**config.mk**
```make
export PLATFORM = sky130hd
export DESIGN_NAME = rr_dec_arbiter
export DESIGN_NICKNAME = d
export VERILOG_FILES = /design/src/rtl/rr_dec_arbiter.sv
export SDC_FILE = /design/constraint.sdc
export NUM_CORES = 1
export LEC_CHECK = 0
export ABC_AREA = 1
export CORE_AREA = 2 2 46 48
export DETAILED_ROUTE_END_ITERATION = 10
export DIE_AREA = 0 0 48 50
export PLACE_DENSITY = 0.73
export REMOVE_ABC_BUFFERS = 1
export SLEW_MARGIN = 15
export SYNTH_ARGS = -nofsm -noshare
export SYNTH_HDL_FRONTEND = slang
export SYNTH_SLANG_ARGS = --single-unit
export TNS_END_PERCENT = 100
```
**constraint.sdc**
```tcl
create_clock -name clk -period 1.3 [get_ports clk]
set_input_delay 0.26 -clock clk [delete_from_list [all_inputs] [get_ports clk]]
set_output_delay 0.26 -clock clk [all_outputs]
set_load 0.005 [all_outputs]
```
**src/rtl/rr_dec_arbiter.sv**
```systemverilog
// Four-way round-robin arbiter with grant hold, bounded hold time and a dead cycle between owners.
// The owner is kept as a 2-bit index and decoded to a one-hot grant vector.
module rr_dec_arbiter #(
  parameter int unsigned MAX_HOLD = 8,
  parameter int unsigned HOLD_W   = 4
) (
  input  logic       clk,
  input  logic       rst_n,
  input  logic       en,
  input  logic [3:0] req,
  output logic [3:0] grant,
  output logic [1:0] gnt_idx,
  output logic       gnt_valid,
  output logic       preempt
);

  typedef enum logic [0:0] {StIdle, StBusy} state_e;

  localparam logic [HOLD_W-1:0] HoldLast = HOLD_W'(MAX_HOLD - 1);

  state_e            state_q, state_d;
  logic [1:0]        idx_q, idx_d;
  logic [1:0]        ptr_q, ptr_d;
  logic [HOLD_W-1:0] hold_q, hold_d;
  logic              preempt_q, preempt_d;

  logic [1:0] winner;
  logic [1:0] cand;
  logic       found;
  logic [3:0] owner_mask;

  // Search begins just past the last winner and covers the whole ring,
  // so a lone requester can re-win after its own release.
  always_comb begin
    winner = ptr_q;
    cand   = '0;
    found  = 1'b0;
    for (int unsigned i = 1; i <= 4; i++) begin
      cand = ptr_q + 2'(i);
      if (!found && req[cand]) begin
        winner = cand;
        found  = 1'b1;
      end
    end
  end

  assign owner_mask = 4'b0001 << idx_q;

  always_comb begin
    state_d   = state_q;
    idx_d     = idx_q;
    ptr_d     = ptr_q;
    hold_d    = hold_q;
    preempt_d = 1'b0;
    unique case (state_q)
      StIdle: begin
        if (en && (req != 4'b0000)) begin
          state_d = StBusy;
          idx_d   = winner;
          ptr_d   = winner;
          hold_d  = '0;
        end
      end
      StBusy: begin
        if (!en || !req[idx_q]) begin
          state_d = StIdle;
        end else if ((hold_q == HoldLast) && ((req & ~owner_mask) != 4'b0000)) begin
          state_d   = StIdle;
          preempt_d = 1'b1;
        end else if (hold_q != HoldLast) begin
          hold_d = hold_q + 1'b1;
        end
      end
      default: state_d = StIdle;
    endcase
  end

  always_ff @(posedge clk or negedge rst_n) begin
    if (!rst_n) begin
      state_q   <= StIdle;
      idx_q     <= 2'd0;
      ptr_q     <= 2'd3;
      hold_q    <= '0;
      preempt_q <= 1'b0;
    end else begin
      state_q   <= state_d;
      idx_q     <= idx_d;
      ptr_q     <= ptr_d;
      hold_q    <= hold_d;
      preempt_q <= preempt_d;
    end
  end

  // Decoder enable is the registered valid, so grant is zero whenever no owner is held.
  assign gnt_valid = (state_q == StBusy);
  assign gnt_idx   = idx_q;
  assign grant     = gnt_valid ? owner_mask : 4'b0000;
  assign preempt   = preempt_q;

endmodule

```
==> results of run 1 <==
power by group through the flow:
| stage | Combinational [uW] | Sequential (uW) | Clock, uW |
|---|---|---|---|
| 6_report | 2180 | 565 | 287 |
| 5_1_grt | 2360 | 579 | 305 |
| 4_1_cts | 2000 | 557 | 290 |
| 3_5_place_dp | 1480 | 558 | 0 |
| 3_3_place_gp | 1430 | 556 | 0 |
| 2_1_floorplan | 891 | 560 | 0 |
state kept, by name, indices dropped and copies added, names as in the netlist:
signal	count
hold_q	4
ptr_q	2
gnt_idx	2
gnt_valid	1
preempt	1
kinds of logic (layout without fill, tap and decap cells):
logic type / Yosys count / count (layout) / synth area share
adders and majority gates: 1 / 1 / 0.0157
buffers and inverters: 17 / 57 / 0.104
xor gates and xnor gates: 1 / 1 / 0.0110
and+or+nand+nor: 81 / 81 / 0.485
DFF: 10 / 10 / 0.318
AOI/OAI and AO/OA: 8 / 8 / 0.0661
through the flow:
| step | std cells | setup slack [ns] | util | TNS [ns] | hold WS [ns] |
|---|---|---|---|---|---|
| after global routing | 185 | -0.317 | 0.693 | -2.99 | 0.343 |
| after floorplan | 116 | -0.0780 | - | -0.225 | -0.0356 |
| after CTS | 185 | -0.208 | 0.668 | -1.56 | 0.307 |
| final | 185 | -0.229 | 0.693 | -1.79 | 0.297 |
| after global placement | 171 | -0.292 | 0.556 | -2.55 | 0.490 |
| after detailed placement | 171 | -0.318 | 0.556 | -2.77 | 0.506 |
worst paths after layout:
kind,end
worst max-delay path,gnt_idx[1]
worst max register to register,gnt_idx[1]
max in group asynchronous,ptr_q[0]
worst min register to register,ptr_q[1]
worst min-delay path,gnt_idx[1]
min in group clk,ptr_q[1]
metal layers:
layer	GRT usage	vias to the layer above	share of wire
met2	0.380	26	0.54
met5	0	-	0
met4	0.126	0	0.040
met3	0.0220	12	0.028
met1	0.252	419	0.39
li1	-	459	-
synth_stat cells, drive strengths merged:
master / number
a21oi: 1
a22oi: 2
buf: 2
clkinv: 2
dfrtp: 8
dfstp: 2
ha: 1
inv: 13
nand2: 53
nand3: 14
nand4: 2
nor2: 9
nor3: 2
nor3b: 1
o21ai: 3
o22ai: 2
xor2: 1
timing repair:
item,4_1_cts,5_1_grt
gates cloned,0,0
buffers inserted,10,0
endpoints found under the setup margin,18,16
gates resized for setup,62,15
pin swaps,14,5
worst reg2reg max path, delay by kind of cell, from the launching register on:
kind | cells | cell delay [ns]
buffers and inverters | 2 | 0.19
AND/OR/NAND/NOR | 9 | 0.60
flip-flops | 1 | 0.64
area by class of cell:
type / instances / area [sq um]
timing repair buffer: 38 / 329
sequential: 10 / 253
multi-input combinational: 91 / 591
fill: 152 / 583
inverter: 15 / 76.3
tap: 27 / 33.8
clock buffer: 4 / 36.3
==> impl_metrics.py, run 1 <==
metrics = {
    "run_status": {
        "run_status": "complete, but fails checks",
        "violations": "negative setup slack",
    },
    "grt": {
        "grt_pass1_vias": 902,
        "grt_pass1_wl_um": 3760,
        "grt_overflow_total": 0,
        "antenna_found_initial": 0,
        "grt_usage": 0.222,
        "grt_max_degree": 12,
    },
    "sta": {
        "worstMarginPinSlew_ns": 0.448,
        "final.setup_skew_ns": 0.00376,
        "finalMaxSlewViolations": 0,
        "setup_viol": 14,
        "fmax_mhz": 654,
        "fin_crit_ns": 1.53,
        "rsz0062_at_grt": "yes",
        "slew-limit-headroom": 0.701,
        "fin_ws_ns": -0.229,
        "hold_viol": 0,
        "timing.final.crit_share": 1.18,
    },
    "cells_and_area": {
        "drive_gt1_frac": 0.487,
        "diodes": 0,
        "final_common_cell": "nand2_1",
        "syn_to_final_growth_pct": 66.0,
        "mostFrequentLayoutCells": "35 x nand2_1, 15 x buf_4, 11 x nand2_2",
        "finalInstanceArea_sq_um": 1320,
        "fin_nets": 167,
    },
    "power_and_ir_drop": {
        "seqPwrFrac": 0.186,
        "swShare": 0.468,
        "clkPwrFrac": 0.094,
        "p_int_uw": 1620,
        "leakage_uw": 0.000691,
        "p_switching_uw": 1420,
        "irDropWorstVdd_uv": 1300,
        "p_comb_frac": 0.719,
        "finalPower_uw": 3040,
        "p_per_area_nw_per_um2": 2300,
    },
    "drt": {
        "postRouteAntennaNets": 0,
        "wirelength_um": 2370,
        "via_count": 916,
        "via_per_inst": 4.95,
        "drt-wirelength-per-cell_um": 12.8,
        "drtIter0Drc": 6,
        "dr.pass1.iters": 4,
        "drc": 0,
    },
    "clocking": {
        "clock_tree.root_cell": "clkbuf_4",
        "cts_buffers": 3,
        "clockBufferDepth": 2,
        "htreeDepth": 1,
        "cts.clk_slew.worst_paths_ns": 0.07,
        "clock_latency_ns": 0.27,
        "cts_hold_buf": 0,
        "cts_tree": "yes",
        "clkSinkCount": 10,
    },
    "worst_setup_path": {
        "path_common_cell": "nand2_1",
        "crit_path_start": "ptr_q[0]",
        "rr_startpoint": "ptr_q[0]",
        "reg2regPathDepth": 11,
        "critPathLaunchType": "flip-flop",
        "crit_path_end_kind": "flip-flop",
        "cp_num_buf_inv": 2,
        "crit_type": "flip-flop to flip-flop",
        "path_cells": "clkinv_4, nand2_2, nand2_4, nand2_4, nand2_4, clkinv_4, nand2_1, nand3_2, nand2_1, nand2_1, nand2_1",
        "arrival_ns": 1.70,
        "critPathSlowestCell": "dfstp_2",
        "required_ns": 1.47,
        "regToRegSetupSlack_ns": -0.23,
        "cpPeakStageDelay_ns": 0.64,
        "cp_max_fo": 8,
        "cp.depth": 11,
        "critPathTopFamily": "flip-flops",
    },
    "synthesis": {
        "yosysWarnings": 0,
        "synth_area_leader_cell": "dfrtp_1",
        "synth.distinct_cells": 25,
        "syn_avg_cell_area_sq_um": 6.73,
        "syn_area_sq_um": 795,
        "netlist_instances": 118,
        "ys_seq_area_frac": 0.318,
        "synth-seq-cells": 10,
        "ys_top_cells_by_area": "dfrtp_1 25%, nand2_1 21%, nand3_1 6.9%",
        "synth_top_area_share": 0.252,
    },
    "placement": {
        "hpwl_um": 1520,
        "dpl_cell_area_sq_um": 1060,
        "place.gp.congestion": 0.768,
        "portBuffers": 14,
    },
    "floorplan": {
        "die_y_um": 50,
        "core-area_sq_um": 1900,
        "io_pins": 15,
        "die_w_um": 48,
        "row_count": 16,
        "start_util": 0.418,
        "dieArea_sq_um": 2400,
    },
    "worst_hold_path": {
        "hold_class": "input port to async pin",
    },
    "run": {
        "drv_cap": 0,
    },
}
Note: power is estimated with default switching activity, not from simulation.
==> run 2: changes to the inputs <==
Settings changed: CTS_CLUSTER_DIAMETER set to 80.
==> results of run 2 <==
The final DEF is identical to that of run 1; final timing and power are the same.
